**src/rtl/prog_mem_loader.sv**
```systemverilog
// Byte-stream loader: packs LSB-first bytes into 32-bit words, writes IM/DM, drives CPU start.
// Write strobe one cycle after the 4th data byte; rx_ready_o drops only for that write cycle.
module prog_mem_loader #(
    parameter int CNT_W  = 8,
    parameter int ADDR_W = 32
) (
    input  logic              clk_i,
    input  logic              rst_i,
    input  logic [7:0]        rx_data_i,
    input  logic              rx_valid_i,
    output logic              rx_ready_o,
    output logic              im_we_o,
    output logic              dm_we_o,
    output logic [ADDR_W-1:0] mem_addr_o,
    output logic [31:0]       mem_data_o,
    output logic              cpu_start_o,
    output logic              busy_o,
    output logic              err_o
);

    typedef enum logic [2:0] {
        S_IDLE  = 3'd0,
        S_CNT   = 3'd1,
        S_ADDR  = 3'd2,
        S_DATA  = 3'd3,
        S_WRITE = 3'd4
    } state_t;

    state_t           state;
    logic [CNT_W-1:0] words_left;
    logic [CNT_W-1:0] word_addr;
    logic [1:0]       byte_cnt;
    logic [31:0]      asm_word;
    logic             to_dm;
    logic             xfer;

    assign xfer   = rx_valid_i & rx_ready_o;
    assign busy_o = (state != S_IDLE);

    always_ff @(posedge clk_i) begin
        if (rst_i) begin
            state       <= S_IDLE;
            words_left  <= '0;
            word_addr   <= '0;
            byte_cnt    <= '0;
            asm_word    <= '0;
            to_dm       <= 1'b0;
            rx_ready_o  <= 1'b0;
            im_we_o     <= 1'b0;
            dm_we_o     <= 1'b0;
            mem_addr_o  <= '0;
            mem_data_o  <= '0;
            cpu_start_o <= 1'b0;
            err_o       <= 1'b0;
        end else begin
            rx_ready_o <= 1'b1;
            im_we_o    <= 1'b0;
            dm_we_o    <= 1'b0;
            case (state)
                S_IDLE: if (xfer) begin
                    if (rx_data_i[5:0] != 6'd0) begin
                        err_o <= 1'b1;
                    end else begin
                        case (rx_data_i[7:6])
                            2'b00, 2'b01: begin
                                to_dm       <= rx_data_i[6];
                                cpu_start_o <= 1'b0;
                                state       <= S_CNT;
                            end
                            2'b10:   cpu_start_o <= 1'b1;
                            default: cpu_start_o <= 1'b0;
                        endcase
                    end
                end
                S_CNT: if (xfer) begin
                    words_left <= CNT_W'(rx_data_i);
                    state      <= S_ADDR;
                end
                S_ADDR: if (xfer) begin
                    word_addr <= CNT_W'(rx_data_i);
                    byte_cnt  <= 2'd0;
                    state     <= (words_left == '0) ? S_IDLE : S_DATA;
                end
                S_DATA: if (xfer) begin
                    // Shift right so the first byte ends up in bits [7:0].
                    asm_word <= {rx_data_i, asm_word[31:8]};
                    byte_cnt <= byte_cnt + 2'd1;
                    if (byte_cnt == 2'd3) begin
                        im_we_o    <= ~to_dm;
                        dm_we_o    <= to_dm;
                        mem_addr_o <= ADDR_W'({word_addr, 2'b00});
                        mem_data_o <= {rx_data_i, asm_word[31:8]};
                        rx_ready_o <= 1'b0;
                        state      <= S_WRITE;
                    end
                end
                S_WRITE: begin
                    word_addr  <= word_addr + 1'b1;
                    words_left <= words_left - 1'b1;
                    state      <= (words_left == CNT_W'(1)) ? S_IDLE : S_DATA;
                end
                default: state <= S_IDLE;
            endcase
        end
    end

endmodule

```
**config.mk**
```make
export PLATFORM = sky130hd
export DESIGN_NAME = prog_mem_loader
export DESIGN_NICKNAME = d
export VERILOG_FILES = /design/src/rtl/prog_mem_loader.sv
export SDC_FILE = /design/constraint.sdc
export NUM_CORES = 1
export LEC_CHECK = 0
export ABC_AREA = 1
export CAP_MARGIN = 0
export CORE_MARGIN = 5
export CORE_UTILIZATION = 35
export CTS_BUF_LIST = sky130_fd_sc_hd__clkbuf_4 sky130_fd_sc_hd__clkbuf_8
export CTS_CLUSTER_SIZE = 12
export DETAILED_ROUTE_END_ITERATION = 7
export GPL_ROUTABILITY_DRIVEN = 0
export PLACE_DENSITY = 0.62
export SLEW_MARGIN = 20
export SYNTH_ARGS = -nofsm -noshare
export SYNTH_HDL_FRONTEND = slang
export SYNTH_SLANG_ARGS = --single-unit
```
**constraint.sdc**
```tcl
create_clock -name clk_i -period 2.74 [get_ports clk_i]
set_input_delay 0.548 -clock clk_i [delete_from_list [all_inputs] [get_ports clk_i]]
set_output_delay 0.548 -clock clk_i [all_outputs]
set_load 0.03 [all_outputs]
```
; After elaboration in Yosys (flattened, before gate mapping)
; Index checks and enable logic that the tools add are counted.
[word_totals]
ff_bits = 99
inputBits = 11
output_inout_bits = 70
elab_cells = 76
[classes]
add_sub_neg = 3
eq_ne = 15
muxes = 20
bitwise = 6
reduce_logical = 19
[ops]
columns = operator, n
row1 = one-hot mux 8 bit (2 select lines), 2
row2 = two-way mux 3 bit, 7
row3 = one-hot mux 3 bit (5 select lines), 1
row4 = "inequality test 2 bit, second input constant", 6
row5 = AND reduction 3 bit, 4
row6 = "adder 8 x 1 -> 8 bit, second input constant", 1
row7 = "== test 8 x 1 -> 1 bit, second input constant", 1
row8 = zero test 8 bit, 1
row9 = two-way mux 2 bit, 4
row10 = two-way mux 8 bit, 1
row11 = "subtractor 8 x 1 -> 8 bit, second input constant", 1
row12 = AND reduction 7 bit, 1
row13 = "== test 3 x 2 -> 1 bit, second input constant", 2
row14 = AND reduction 2 bit, 3
row15 = nonzero test 2 bit, 3
row16 = nonzero test 6 bit, 1
row17 = NOT 1 bit, 5
row18 = "== test 2 bit, second input constant", 2
row19 = two-way mux 1 bit, 4
row20 = one-hot mux 2 bit (2 select lines), 1
row21 = AND reduction 4 bit, 1
row22 = OR reduction 4 bit, 1
row23 = "== test 3 x 1 -> 1 bit, second input constant", 1
row24 = "== test 3 bit, second input constant", 1
row25 = other kinds (8), 8

; Longest topological paths before layout
[depth]
ltp_word = 6
ltp_mapped = 9
ltp_nobuf = 9

; Worst setup path before layout
; No wires, ideal clock.
[synth_timing]
path_kind = reg-to-output
from = reg state[1]
to = out busy_o
t_arrival_ns = 1.056
required_ns = 2.192
setup_slack_ns = 1.136
path_stages_with_launch = 5
path_buffers = 0
path_cell_list = dfxtp_1 inv_1 nand2_1 nor2_1 inv_1
[synth_between]
elab_chain_cells = 1
[synth_rtl]
columns = item, line
row1 = start: declaration, 29  ; state_t state;
row2 = start signal: assignment, 82  ; state <= (words_left == '0) ? S_IDLE : S_DATA;
row3 = start signal: assignment, 100  ; state <= (words_left == CNT_W'(1)) ? S_IDLE : S_DATA;
row4 = nonzero test 3 bit, 38  ; assign busy_o = (state != S_IDLE);
row5 = end: declaration, 17  ; output logic busy_o,
; Every way passes these cells.

; Worst setup path in the final report
[layout_timing]
from = reg state[0]
to = out busy_o
; The elaborated chain is that of the path after synthesis.

==> impl_metrics.tcl <==
set metrics [dict create \
    ys_types 31 \
    drt_iter0_drc 238 \
    post-synth-top-area-fraction 0.4786 \
    final_nets 552 \
    chipHeight_um 114.3 \
    grt_pass1_wl_mm 14.76 \
    numCtsBuffers 9 \
    dp.cells 665 \
    antenna_found_initial 0 \
    crit_path_max_incr_delay_ps 670 \
    finalWorstSetupSlack_ps 328.8 \
    fin_cells 681 \
    htree_levels 3 \
    core_region_area_mm2 0.01075 \
    post-place-ws_ps 290.9 \
    clockBufferDepth 2 \
    arrival_ps 1860 \
    port_buffers 56 \
    crit_top_cell "inv_1" \
    cts_sinks 91 \
    floorplan.initialDensity 0.3542 \
    ir_drop_mv 0.2631 \
    seqPwrFrac 0.500 \
    start_kind "flop" \
    drv_slew 0 \
    synth_seq_cells 91 \
    power.density_mw_per_mm2 616.6 \
    crit_chain "inv_1 -> nand2_1 -> nor2_1 -> inv_1 -> clkdlybuf4s50_1" \
    rows 38 \
    fp.dieW_um 114.3 \
    clkTransAtPathRegs_ps 100 \
    whs_endpoint "im_we_o" \
    fin_crit_sh 0.8800 \
    swShare 0.3295 \
    critPathMaxFanout 6 \
    p_comb_frac 0.175 \
    track_usage 0.1421 \
    synth.area.top_cells "dfxtp_1 48%, nand2_1 8.0%, o21ai_0 5.4%, inv_1 5.2%, nor2_1 5.0%" \
    insertion_delay_ps 370 \
    hold_start "to_dm" \
    antenna_cells 0 \
    overflow 0 \
    rr_endpoint "words_left[7]" \
    postPlaceCellArea_mm2 0.004368 \
    r2r_start "state[0]" \
    cts.repair.resized 0 \
    critPathSlowestCell "clkdlybuf4s50_1" \
    cts_hold_buf 0 \
    via_count 3236 \
    hp-class "flop to flop" \
    pin_count 81 \
    syn_area_per_cell_um2 7.832 \
    regArea_mm2 0.001822 \
    finalSetupViolCount 0 \
    synth_area_mm2 0.003806 \
    crit_path_end_kind "primary output" \
    p_int_mw 1.888 \
    post_drt_wl_per_cell_um 13.61 \
    synthCells 486 \
    timing.hold.ws_ps 445.8 \
    rsz0062_at_grt "no" \
    reg2regPathDepth 8 \
    fin_crit_ps 2411 \
    fp.dieArea_mm2 0.01306 \
    max_freq_mhz 414.7 \
    syn2layout_area_growth_pct 20.02 \
    cts_tree "yes" \
    power.leakage_nw 1.837 \
    skew_ps 9.384 \
    layout_commonest_cell "dfxtp_1" \
    grt_pass1_vias 3002 \
    p_switching_mw 0.9281 \
    cap_violations 0 \
    layout_common_cells "91 x dfxtp_1, 81 x nand2_1, 56 x clkdlybuf4s50_1" \
    grt_max_degree 42 \
    relSlewSlack 0.5705 \
    cts_setup_buffers 0 \
    post-dp-hpwl_mm 6.741 \
    holdPathStages 1 \
    avgViaCountPerCell 4.752 \
    synth_top_area_cell "dfxtp_1" \
    tns_ps 0 \
    yosys_warnings 0 \
    multi_input_comb_area_mm2 0.001572 \
    clkPwrFrac 0.325 \
    max_slew.worst_pin.slew_ps 643.3 \
    stdcell_area_mm2 0.004568 \
    r2r_setup_slack_ps 670 \
    path_class "flop to primary output" \
    critPathRequiredTime_ps 2190 \
    drtAntennaViolNets 0 \
    layout-drive-gt1-share 0.05545 \
    synth_seq_area_share 0.4786 \
    status "finished clean" \
    drt_wl_total_mm 9.268 \
    nFillCells 1113 \
    cts_root_buffer "clkbuf_8" \
    drc_errors 0 \
    finalHoldViolCount 0 \
    firstDrtPassIters 4 \
]
==> worst max-delay path, delay by kind of cell (launching register included) <==
kind,cells,cell delay [ps]
buffers and inverters,3,890
flip-flops,1,460
AND/OR/NAND/NOR,2,140
==> metal layers <==
layer | wire, um | global-route usage | up-vias
met3 | 608 | 0.03330 | 9
met4 | 118 | 0.04751 | 0
met5 | 0 | 0 | -
met1 | 4087 | 0.1799 | 1477
met2 | 4454 | 0.2381 | 108
li1 | - | - | 1642
==> registers in the layout, summed over array words and instances (netlist names), 2 cells and up <==
register	count
asm_word	24
byte_cnt	2
mem_addr_o	8
mem_data_o	32
state	3
word_addr	8
words_left	8
==> logic make-up (layout without fill, tap and decap cells) <==
family / count (synthesis) / in the layout / share of synthesized area
buffers and inverters: 100 / 132 / 0.1312
and+or+nand+nor: 166 / 166 / 0.1864
AOI/OAI and AO/OA: 122 / 122 / 0.1841
adders and majority gates: 5 / 5 / 0.01644
other: 1 / 24 / 0.0009852
xor gates and xnor gates: 1 / 1 / 0.002302
DFF: 91 / 91 / 0.4786
==> stage by stage <==
| stage | total power, mW | util |
|---|---|---|
| 2_1_floorplan | 1.814 | - |
| 3_3_place_gp | 1.923 | 0.4065 |
| 3_5_place_dp | 1.927 | 0.4065 |
| 4_1_cts | 2.830 | 0.4251 |
| 5_1_grt | 2.959 | 0.4251 |
| 6_report | 2.817 | 0.4251 |
==> synth_stat cells <==
library cell	count
a21oi_1	31
a22o_1	15
a22oi_1	2
a31oi_1	6
a32oi_1	1
buf_2	10
buf_4	25
buf_6	2
clkbuf_1	6
conb_1	1
dfxtp_1	91
ha_1	5
inv_1	53
inv_2	3
inv_4	1
nand2_1	81
nand2_2	1
nand2_4	2
nand3_1	19
nand3b_1	1
nand4_1	7
nor2_1	51
nor2_4	3
nor3_1	1
o211ai_1	2
o21ai_0	41
o21ai_1	18
o21ai_2	1
o21bai_1	2
o22ai_1	3
xor2_1	1
==> how the worst max path moves through the flow <==
stage / startpoint / endpoint / slack (ps) / cells past startpoint
2_1_floorplan: state[1] / busy_o / 1140 / 4
3_3_place_gp: rx_valid_i / mem_data_o[15] / 370 / 7
3_5_place_dp: rx_valid_i / mem_addr_o[9] / 290 / 8
4_1_cts: state[0] / busy_o / 330 / 5
5_1_grt: state[0] / busy_o / 220 / 5
6_report: state[0] / busy_o / 330 / 5
==> power groups by stage <==
stage	Clock (mW)	Combinational [mW]	Sequential [mW]
3_3_place_gp	0	0.488	1.44
3_5_place_dp	0	0.490	1.44
6_report	0.915	0.493	1.41
5_1_grt	0.992	0.553	1.41
4_1_cts	0.932	0.492	1.41
2_1_floorplan	0	0.382	1.43
==> layout make-up <==
cell class | count | share of cell area
flip-flops and latches | 91 | 0.3988
multi-input cells | 318 | 0.3440
repair buffers | 59 | 0.1276
inverters | 57 | 0.04738
well taps | 140 | 0.03835
clock buffers | 9 | 0.02712
clock inverters | 7 | 0.01671
No activity file was read; power rests on OpenSTA's default activity.
